<file path="src/rtl/port_pkg.sv">
// port_pkg: shared constants, word type and sizing helper for the GPIO port blocks
package port_pkg;
   localparam int PORT_WIDTH = 8;
   localparam int PORT_SYNC_STAGES = 2;
   localparam int PORT_DEBOUNCE_CYCLES = 4;
   typedef logic [PORT_WIDTH-1:0] port_word_t;
   function automatic int cnt_bits(input int cycles);
      return (cycles > 1) ? $clog2(cycles) : 1;
   endfunction
endpackage

</file>
<file path="src/rtl/port_debounce_bit.sv">
// port_debounce_bit: one pin's synchroniser, debounce counter, stable flop and edge pulses
module port_debounce_bit import port_pkg::*; #(
   parameter int SYNC_STAGES = PORT_SYNC_STAGES,
   parameter int DEBOUNCE_CYCLES = PORT_DEBOUNCE_CYCLES
) (
   input  logic clk,
   input  logic rst,
   input  logic pin,
   output logic stable,
   output logic rise,
   output logic fall
);
   localparam int cnt_w = cnt_bits(DEBOUNCE_CYCLES);
   localparam logic [cnt_w-1:0] cnt_last = cnt_w'(DEBOUNCE_CYCLES - 1);
   logic [SYNC_STAGES-1:0] sync;
   logic [cnt_w-1:0] cnt;
   logic syncd, differ, done;
   assign syncd = sync[SYNC_STAGES-1];
   assign differ = syncd ^ stable;
   // done marks the cycle stable takes the new level; edge pulses align with it
   assign done = differ && (cnt == cnt_last);
   assign rise = done & syncd;
   assign fall = done & ~syncd;
   always_ff @(posedge clk) begin
      if (rst) begin
         sync <= '0;
         cnt <= '0;
         stable <= 1'b0;
      end else begin
         sync <= {sync[SYNC_STAGES-2:0], pin};
         cnt <= (differ && !done) ? cnt + 1'b1 : '0;
         stable <= done ? syncd : stable;
      end
   end
endmodule

</file>
<file path="src/rtl/port_in.sv">
// port_in: debounced GPIO input port with sticky write-1-to-clear edge flags and irq
module port_in import port_pkg::*; #(
   parameter int WIDTH = PORT_WIDTH,
   parameter int SYNC_STAGES = PORT_SYNC_STAGES,
   parameter int DEBOUNCE_CYCLES = PORT_DEBOUNCE_CYCLES
) (
   input  logic             clk,
   input  logic             rst,
   input  logic [WIDTH-1:0] pin,
   input  logic             ceRiseEn,
   input  logic             ceFallEn,
   input  logic [WIDTH-1:0] cfgData,
   input  logic             ceFlagClr,
   output logic [WIDTH-1:0] rdData,
   output logic [WIDTH-1:0] flags,
   output logic             irq
);
   logic [WIDTH-1:0] rise, fall, rise_en, fall_en, set, clr;
   genvar i;
   generate
      for (i = 0; i < WIDTH; i++) begin : g_bit
         port_debounce_bit #(
            .SYNC_STAGES(SYNC_STAGES),
            .DEBOUNCE_CYCLES(DEBOUNCE_CYCLES)
         ) u_bit (
            .clk(clk),
            .rst(rst),
            .pin(pin[i]),
            .stable(rdData[i]),
            .rise(rise[i]),
            .fall(fall[i])
         );
      end
   endgenerate
   assign set = (rise & rise_en) | (fall & fall_en);
   assign clr = ceFlagClr ? cfgData : '0;
   assign irq = |flags;
   // set is ORed after the clear mask so a same-cycle set survives its clear
   always_ff @(posedge clk) begin
      if (rst) begin
         rise_en <= '0;
         fall_en <= '0;
         flags <= '0;
      end else begin
         if (ceRiseEn) rise_en <= cfgData;
         if (ceFallEn) fall_en <= cfgData;
         flags <= (flags & ~clr) | set;
      end
   end
endmodule

</file>
<file path="config.mk">
export PLATFORM = sky130hd
export DESIGN_NAME = port_in
export DESIGN_NICKNAME = d
export VERILOG_FILES = /design/src/rtl/port_pkg.sv /design/src/rtl/port_debounce_bit.sv /design/src/rtl/port_in.sv
export SDC_FILE = /design/constraint.sdc
export NUM_CORES = 1
export LEC_CHECK = 0
export ABC_AREA = 1
export ABC_CLOCK_PERIOD_IN_PS = 1570
export BUFFER_PORTS_ARGS = -buffer_cell sky130_fd_sc_hd__buf_4
export CORE_ASPECT_RATIO = 1.4
export CORE_MARGIN = 2
export CORE_UTILIZATION = 45
export DETAILED_ROUTE_END_ITERATION = 6
export PLACE_DENSITY = 0.61
export SYNTH_ARGS = -nofsm -noshare
export SYNTH_HDL_FRONTEND = slang
export SYNTH_SLANG_ARGS = --single-unit
</file>
<file path="constraint.sdc">
create_clock -name clk -period 1.57 [get_ports clk]
set_clock_uncertainty 0.1 [all_clocks]
set_input_delay 0.157 -clock clk [delete_from_list [all_inputs] [get_ports clk]]
set_output_delay 0.157 -clock clk [all_outputs]
set_load 0.02 [all_outputs]
</file>
-- Yosys cells after proc, flatten, opt, wreduce, memory -nomap -nowiden
Cells that the tools add are included.
- flip-flop bits (word level): 64
- logic and storage cells: 123
- input bits: 21
- add/sub/neg operators: 8
- eq/ne operators: 8
- bitwise logic cells: 46
- mux-type cells: 1
- reduce and logical (&&, ||, !) cells: 33
- operator list (cell ; count):
    $and 8x8->8 ; 3
    $add 2x1->2 const B ; 8
    $and 1x1->1 ; 16
    $eq 2x2->1 const B ; 8
    $logic_and 1x1->1 ; 16
    $not 1->1 ; 16
    $or 8x8->8 ; 2
    $reduce_or 2->1 ; 8
    $logic_not 1->1 ; 8
    $mux 8 ; 1
    $not 8->8 ; 1
    $reduce_or 8->1 ; 1
    $xor 1x1->1 ; 8

-- Longest topological paths before layout
Gate-level depths: netlist of run 1.
- word-level depth: 6
- mapped depth: 7
- mapped depth without buffers: 7

-- Modules after synthesis
From an unflattened synthesis of run 1, not the netlist that was laid out.
- cells, all modules: 340
- area total of the unflattened synthesis: 2682.6 µm²
- by module, submodules not included (module ; times used ; area an instance (µm²) ; cells each):
    port_debounce_bit ; 8 ; 198.9 ; 25
    port_in ; 1 ; 1091.0 ; 140

-- Least setup slack after synthesis of run 1
Ideal clock, no wire load.
- path type: reg2reg
- start: register g_bit[0].u_bit.cnt[0]
- end: register flags[0]
- setup time: 0.109 ns
- arrival time: 0.798 ns
- setup slack: 0.563 ns
- buffers on the path: 0
- cell stages (with the launch flop): 8
- cell sequence: dfxtp_1 -> ha_1 -> nand2_1 -> inv_1 -> nand2_1 -> nand3_1 -> nand2_1 -> inv_1
- word-level cells in the longest chain between the ends: 6
- elaborated cells on any way between the ends: 8
- classes of those cells: eq/ne (1); bitwise (6); reduce/logical (1)
- RTL lines (item ; RTL line ; text):
    start: declaration ; port_debounce_bit.sv:16 ; logic [cnt_w-1:0] cnt;
    start signal: assignment ; port_debounce_bit.sv:31 ; cnt <= (differ && !done) ? cnt + 1'b1 : '0;
    $eq 2x2->1 (*) ; port_debounce_bit.sv:21 ; assign done = differ && (cnt == cnt_last);
    $logic_and 1x1->1 (*) ; port_debounce_bit.sv:21 ;
    $and 1x1->1 (on tied branches) ; port_debounce_bit.sv:22, port_debounce_bit.sv:23 ;
    $and 8x8->8 ; port_in.sv:35 ; assign set = (rise & rise_en) | (fall & fall_en);
    $or 8x8->8 (*) ; port_in.sv:35 ;
    $or 8x8->8 (*) ; port_in.sv:47 ; flags <= (flags & ~clr) | set;
    end signal: assignment ; port_in.sv:47 ;
    end: declaration ; port_in.sv:15 ; output logic [WIDTH-1:0] flags,
Mark *: on every way between the ends. The rest lies on a longest branch, timed or not.
A chain may end at the register's enable or synchronous reset.

-- Worst setup path in the final report of run 1
- start: register flags[2]
- end: output port irq
- word-level cells in the longest chain between the ends: 1
- RTL lines (item ; RTL line ; text):
    $reduce_or 8->1 ; port_in.sv:37 ; assign irq = |flags;
    end: declaration ; port_in.sv:16 ; output logic irq
No other way between the ends.

==> impl_results.md, run 1 <==
* Pin count of the biggest net entering global routing at 33
* Post-layout util at 0.577
* Resized cells post-CTS at 0
* Layout cell share with drive strength beyond 1 at 0.143
* RSZ-0062 raised after global routing: no
* Dominant cells by area after synthesis: dfxtp_1, nor2_1, inv_1
* Max Cap Viol at 0
* Flop2flop setup slack at 0.46 ns
* Rows at 32
* WL final at 5090 um
* Setup TNS at 0 ns
* Hold path cells at 3
* Final setup fails at 0
* Synth Cell Area at 2590 um2
* Setup crit end: irq
* CTS tree: done
* Die H at 93.8 um
* Syn Nets at 366
* Total power at 3320 uW
* Clock Sinks at 64
* Max Fclk at 726 MHz
* Wire per inst at 11.1 um
* # DRC at 0
* Clock-pin transition on the worst setup and hold timing paths at 0.07 ns
* Final hold violation count at 0
* Setup WS post-layout at 0.193 ns
* First-pass GRT wire length at 8630 um
* Worst r2r path cells at 4
* Area Growth Syn to Fin at 22.9%
* Vias at 2103
* Post-CTS setup buffers at 0
* Fin crit period at 1.38 ns
* Pre-CTS WS at 0.492 ns
* Post-synth top area cell: dfxtp_1
* Deepest clock path buffer count at 2
* Num CTS Buffers at 9
* Flops & latches, synth at 64
* Final HPWL from detailed placement at 3300 um
* Post-CTS Hold Buffers at 16
* Hold crit path type: primary input to flip-flop
* Nets at 415
* IO buf count at 37
* Core Area at 5530 um2
* Synth top area share at 0.494
* Placer Congestion at 0.720
* Clock Latency Late Sink at 0.33 ns
* Worst slew margin at 0.775
* Vias in the first global route at 1942
* Outcome: finished clean
* Worst EP required at 1.31 ns
* Fin area at 3190 um2
* Leakage at 0.00161 uW
* FF-to-FF Start: g_bit[1].u_bit.cnt[0]$_SDFF_PP0_
* Initial antenna violation count at 0
* Yosys cell types at 17
* Worst-margin pin slew at 0.337 ns
* Worst reg2reg path endpoint: g_bit[1].u_bit.stable$_SDFFE_PP0P_
* Total track usage at 0.183
* Crit. End Element: primary output
* Register area share after synthesis at 0.494
* Critical path origin: flags[2]$_SDFF_PP0_
* Initial core utilization at 0.469
* Maximum level of the CTS H-tree at 3
* Fin. max-slew vios at 0
* Fill cells at 534
* Antenna-violating nets left at 0
* Worst vdd ir at 0.682 mV
* Routed vias/inst at 4.58
* Crit path launch type: flip-flop
* Placed cell area at 2830 um2
* Post-synthesis average cell area at 7.70 um2
* Initial DRC Count at 68
* Worst endpoint data arrival time at 1.12 ns
* Total gr overflow at 0
* Gate Count Post-Synth at 337
* CTS root buffer: clkbuf_8
* Pwr/cell area at 1040 nW/um2
* Maximum fanout along the worst path at 3
* Ys Warns at 0
* Die ar. at 6400 um2
* Final Cycle Share at 0.877
* Drt pass-1 iters at 4
* Die X at 68.2 um
* Diode count at 0
* Setup CP Type: flip-flop to primary output
* # IOs at 38
[worst min path at each step]
stage / startpoint / slack [ns] / to
2_1_floorplan: pin[0] / 0.16 / g_bit[0].u_bit.sync[0]$_SDFF_PP0_
3_3_place_gp: pin[4] / 0.26 / g_bit[4].u_bit.sync[0]$_SDFF_PP0_
3_5_place_dp: pin[0] / 0.26 / g_bit[0].u_bit.sync[0]$_SDFF_PP0_
4_1_cts: ceFallEn / 0.05 / fall_en[4]$_SDFFE_PP0P_
5_1_grt: ceRiseEn / 0.06 / rise_en[5]$_SDFFE_PP0P_
6_report: ceRiseEn / 0.05 / rise_en[5]$_SDFFE_PP0P_
[through the flow]
step	hold slack (ns)	instances
floorplan	0.164	337
global placement	0.255	427
detailed placement	0.265	427
CTS	0.0480	459
global route	0.0560	459
finish	0.0526	459
[critical path, cell delays in order (launching register included)]
cell and delay, ns:
dfxtp_1 0.33, nor2_1 0.15, nand4_1 0.13, buf_4 0.18
[kinds of logic (layout without fill, tap and decap cells)]
group / after synthesis / in the layout / synth area share
xor+xnor: 6 / 6 / 0.0203
flops: 64 / 64 / 0.494
simple gates: 155 / 155 / 0.251
buf+inv: 74 / 128 / 0.138
fa+ha+maj: 8 / 8 / 0.0386
compound gates: 30 / 30 / 0.0579
[registers in the layout, indices dropped and copies added (netlist names)]
name	cells
fall_en	8
flags	8
g_bit.u_bit.cnt	16
g_bit.u_bit.stable	8
g_bit.u_bit.sync	16
rise_en	8
[cells in the final DEF, fill, tap and decap left out]
cell	n
nand3_1	18
clkbuf_1	2
o21ai_1	3
xor2_1	6
dfxtp_1	64
dlygate4sd3_1	16
inv_8	1
o21ai_0	21
inv_1	58
nor2_1	80
clkbuf_8	11
clkinv_2	2
nand4_1	9
bufinv_16	1
nand2_1	44
a21oi_1	6
buf_4	37
nand3_2	4
ha_1	8
[cells in the mapped netlist]
cell	n
inv_8	1
nor2_1	80
nand3_1	18
nand3_2	4
a21oi_1	6
buf_6	3
nand4_1	9
xor2_1	6
inv_1	58
buf_12	1
o21ai_1	3
buf_4	8
ha_1	8
dfxtp_1	64
buf_2	3
nand2_1	44
o21ai_0	21
[area by class of cell]
type / count / area [um2] / share of cell area
Inverter: 59 / 229 / 0.0718
Clock buffer: 13 / 159 / 0.0499
Tap cell: 68 / 85.1 / 0.0267
Multi-Input combinational cell: 199 / 955 / 0.300
Sequential cell: 64 / 1280 / 0.402
Timing Repair Buffer: 53 / 438 / 0.137
Clock inverter: 3 / 40.0 / 0.0126
[where the power goes]
group	internal, uW	switching (uW)
registers	1680	30.9
clock network	816	596
logic	93.6	102
[layer usage]
layer | GRT usage | vias to the layer above | part of all wire
met5 | 0 | - | 0
met4 | 0.100 | 0 | 0.016
met3 | 0.0348 | 5 | 0.036
met2 | 0.300 | 33 | 0.48
met1 | 0.218 | 942 | 0.47
li1 | - | 1123 | -
No activity file was read; power rests on OpenSTA's default activity.
==> run 2: changes to the inputs <==
--- a/config.mk
+++ b/config.mk
@@ -10,9 +10,9 @@
 export BUFFER_PORTS_ARGS = -buffer_cell sky130_fd_sc_hd__buf_4
 export CORE_ASPECT_RATIO = 1.4
 export CORE_MARGIN = 2
-export CORE_UTILIZATION = 45
+export CORE_UTILIZATION = 55
 export DETAILED_ROUTE_END_ITERATION = 6
-export PLACE_DENSITY = 0.61
+export PLACE_DENSITY = 0.73
 export SYNTH_ARGS = -nofsm -noshare
 export SYNTH_HDL_FRONTEND = slang
 export SYNTH_SLANG_ARGS = --single-unit
==> run 2 against run 1 <==
Setup slack improved by 0.0066 ns. Register-to-register slack got worse by 0.02 ns. Maximum frequency increased by 0.48%. Utilization increased by 12 points. Die area decreased by 17%. Worst hold slack improved by 0.014 ns. Via count increased by 1.6%. Combinational power about the same. Design area decreased by 0.71%. Power decreased by 4.3%. Sequential cell count unchanged. Critical path type unchanged. Critical endpoint unchanged. Largest cell class unchanged.
==> impl_results.md, run 2 (synthesized netlist as in run 1, its figures left out) <==
* # IOs at 38
* Vias at 2136
* Pin count of the biggest net entering global routing at 33
* FF-to-FF Start: g_bit[5].u_bit.cnt[0]$_SDFF_PP0_
* Max Fclk at 730 MHz
* Nets at 415
* Comb power frac at 0.061
* Clk pwr share at 0.400
* Core Area at 4540 um2
* Int Power at 2470 uW
* Setup TNS at 0 ns
* Worst endpoint data arrival time at 1.11 ns
* Area Growth Syn to Fin at 22.0%
* Wire per inst at 10.7 um
* Routed vias/inst at 4.72
* Initial DRC Count at 88
* Final setup fails at 0
* Diode count at 0
* Die H at 85.3 um
* # DRC at 0
* Fin crit period at 1.37 ns
* Die ar. at 5290 um2
* Worst EP required at 1.31 ns
* Post-layout util at 0.698
* Total track usage at 0.205
* Worst vdd ir at 0.770 mV
* Pre-CTS WS at 0.466 ns
* Leakage at 0.00160 uW
* Total gr overflow at 0
* Most common cell after layout, fill and taps aside: nor2_1
* First-pass GRT wire length at 8160 um
* Clock Sinks at 64
* Biggest regs: g_bit.u_bit.cnt (16), g_bit.u_bit.sync (16)
* Clock-pin transition on the worst setup and hold timing paths at 0.07 ns
* Critical path origin: flags[2]$_SDFF_PP0_
* Drt pass-1 iters at 4
* Post-CTS Hold Buffers at 16
* Deepest clock path buffer count at 2
* CTS tree: done
* Vias in the first global route at 2005
* Setup CP Type: flip-flop to primary output
* Crit. End Element: primary output
* Setup WS post-layout at 0.199 ns
* NetSw at 706 uW
* Worst r2r path cells at 7
* Maximum fanout along the worst path at 3
* Initial core utilization at 0.572
* Outcome: finished clean
* Layout cell share with drive strength beyond 1 at 0.146
* Crit path launch type: flip-flop
* WL final at 4870 um
* Register share of total power at 0.539
* Worst slew margin at 0.784
* Most frequent cells in the layout: nor2_1, dfxtp_1, inv_1, nand2_1, buf_4
* Resized cells post-CTS at 0
* IO buf count at 37
* Multi-input logic area at 955 um2
* Flop2flop setup slack at 0.44 ns
* Maximum level of the CTS H-tree at 3
* Final Cycle Share at 0.873
* Hold crit path type: primary input to flip-flop
* Fin. max-slew vios at 0
* Worst reg2reg path endpoint: flags[5]$_SDFF_PP0_
* Total power at 3170 uW
* Num CTS Buffers at 9
* Die X at 62.0 um
* Initial antenna violation count at 0
* Antenna-violating nets left at 0
* Worst-margin pin slew at 0.324 ns
* Final hold violation count at 0
* RSZ-0062 raised after global routing: no
* Pwr/cell area at 1000 nW/um2
* Placer Congestion at 0.751
* Sw Share at 0.222
* Max Cap Viol at 0
* CTS root buffer: clkbuf_8
* Rows at 29
* Post-CTS setup buffers at 0
* Min-Delay Startpoint: ceFallEn
* Sequential cell area at 1280 um2
* Setup crit end: irq
* Fill cells at 400
* Final HPWL from detailed placement at 3310 um
* Clock Latency Late Sink at 0.32 ns
run 2: worst min-delay path by stage:
stage | endpoint | slack, ns | depth (start not counted)
after floorplan | g_bit[0].u_bit.sync[0]$_SDFF_PP0_ | 0.16 | 2
after global placement | g_bit[1].u_bit.sync[0]$_SDFF_PP0_ | 0.26 | 3
after detailed placement | g_bit[4].u_bit.sync[0]$_SDFF_PP0_ | 0.26 | 3
after CTS | rise_en[6]$_SDFFE_PP0P_ | 0.05 | 3
after global routing | fall_en[4]$_SDFFE_PP0P_ | 0.06 | 3
final | fall_en[4]$_SDFFE_PP0P_ | 0.07 | 3
run 2: final cells by class:
| type | instances | area share |
|---|---|---|
| Clock buffer | 13 | 0.0534 |
| Clock inverter | 3 | 0.00474 |
| Inverter | 59 | 0.0724 |
| Multi-Input combinational cell | 199 | 0.302 |
| Sequential cell | 64 | 0.405 |
| Tap cell | 62 | 0.0245 |
| Timing Repair Buffer | 53 | 0.138 |
run 2: critical path, cell delays in order, from the launching register on:
cell and delay [ns]:
dfxtp_1 0.33, nor2_1 0.14, nand4_1 0.14, buf_4 0.18
run 2: metal layers:
layer,share of wire,up-vias,global-route usage
met3,0.041,4,0.0610
met2,0.50,40,0.345
met1,0.45,972,0.238
met4,0.0095,0,0.0716
li1,-,1120,-
met5,0,-,0
run 2: metrics by stage:
stage,instances,hold slack (ns),instance area (um2)
floorplan,337,0.164,2590
global placement,421,0.256,2820
detailed placement,421,0.264,2820
CTS,453,0.0452,3160
global route,453,0.0557,3160
finish,453,0.0670,3160
run 2: power by group through the flow:
| stage | combinational (uW) | sequential (uW) | clock (uW) |
|---|---|---|---|
| after global routing | 220 | 1710 | 1380 |
| after floorplan | 106 | 1740 | 0 |
| after CTS | 194 | 1710 | 1300 |
| after detailed placement | 162 | 1740 | 0 |
| after global placement | 159 | 1740 | 0 |
| final | 194 | 1710 | 1270 |
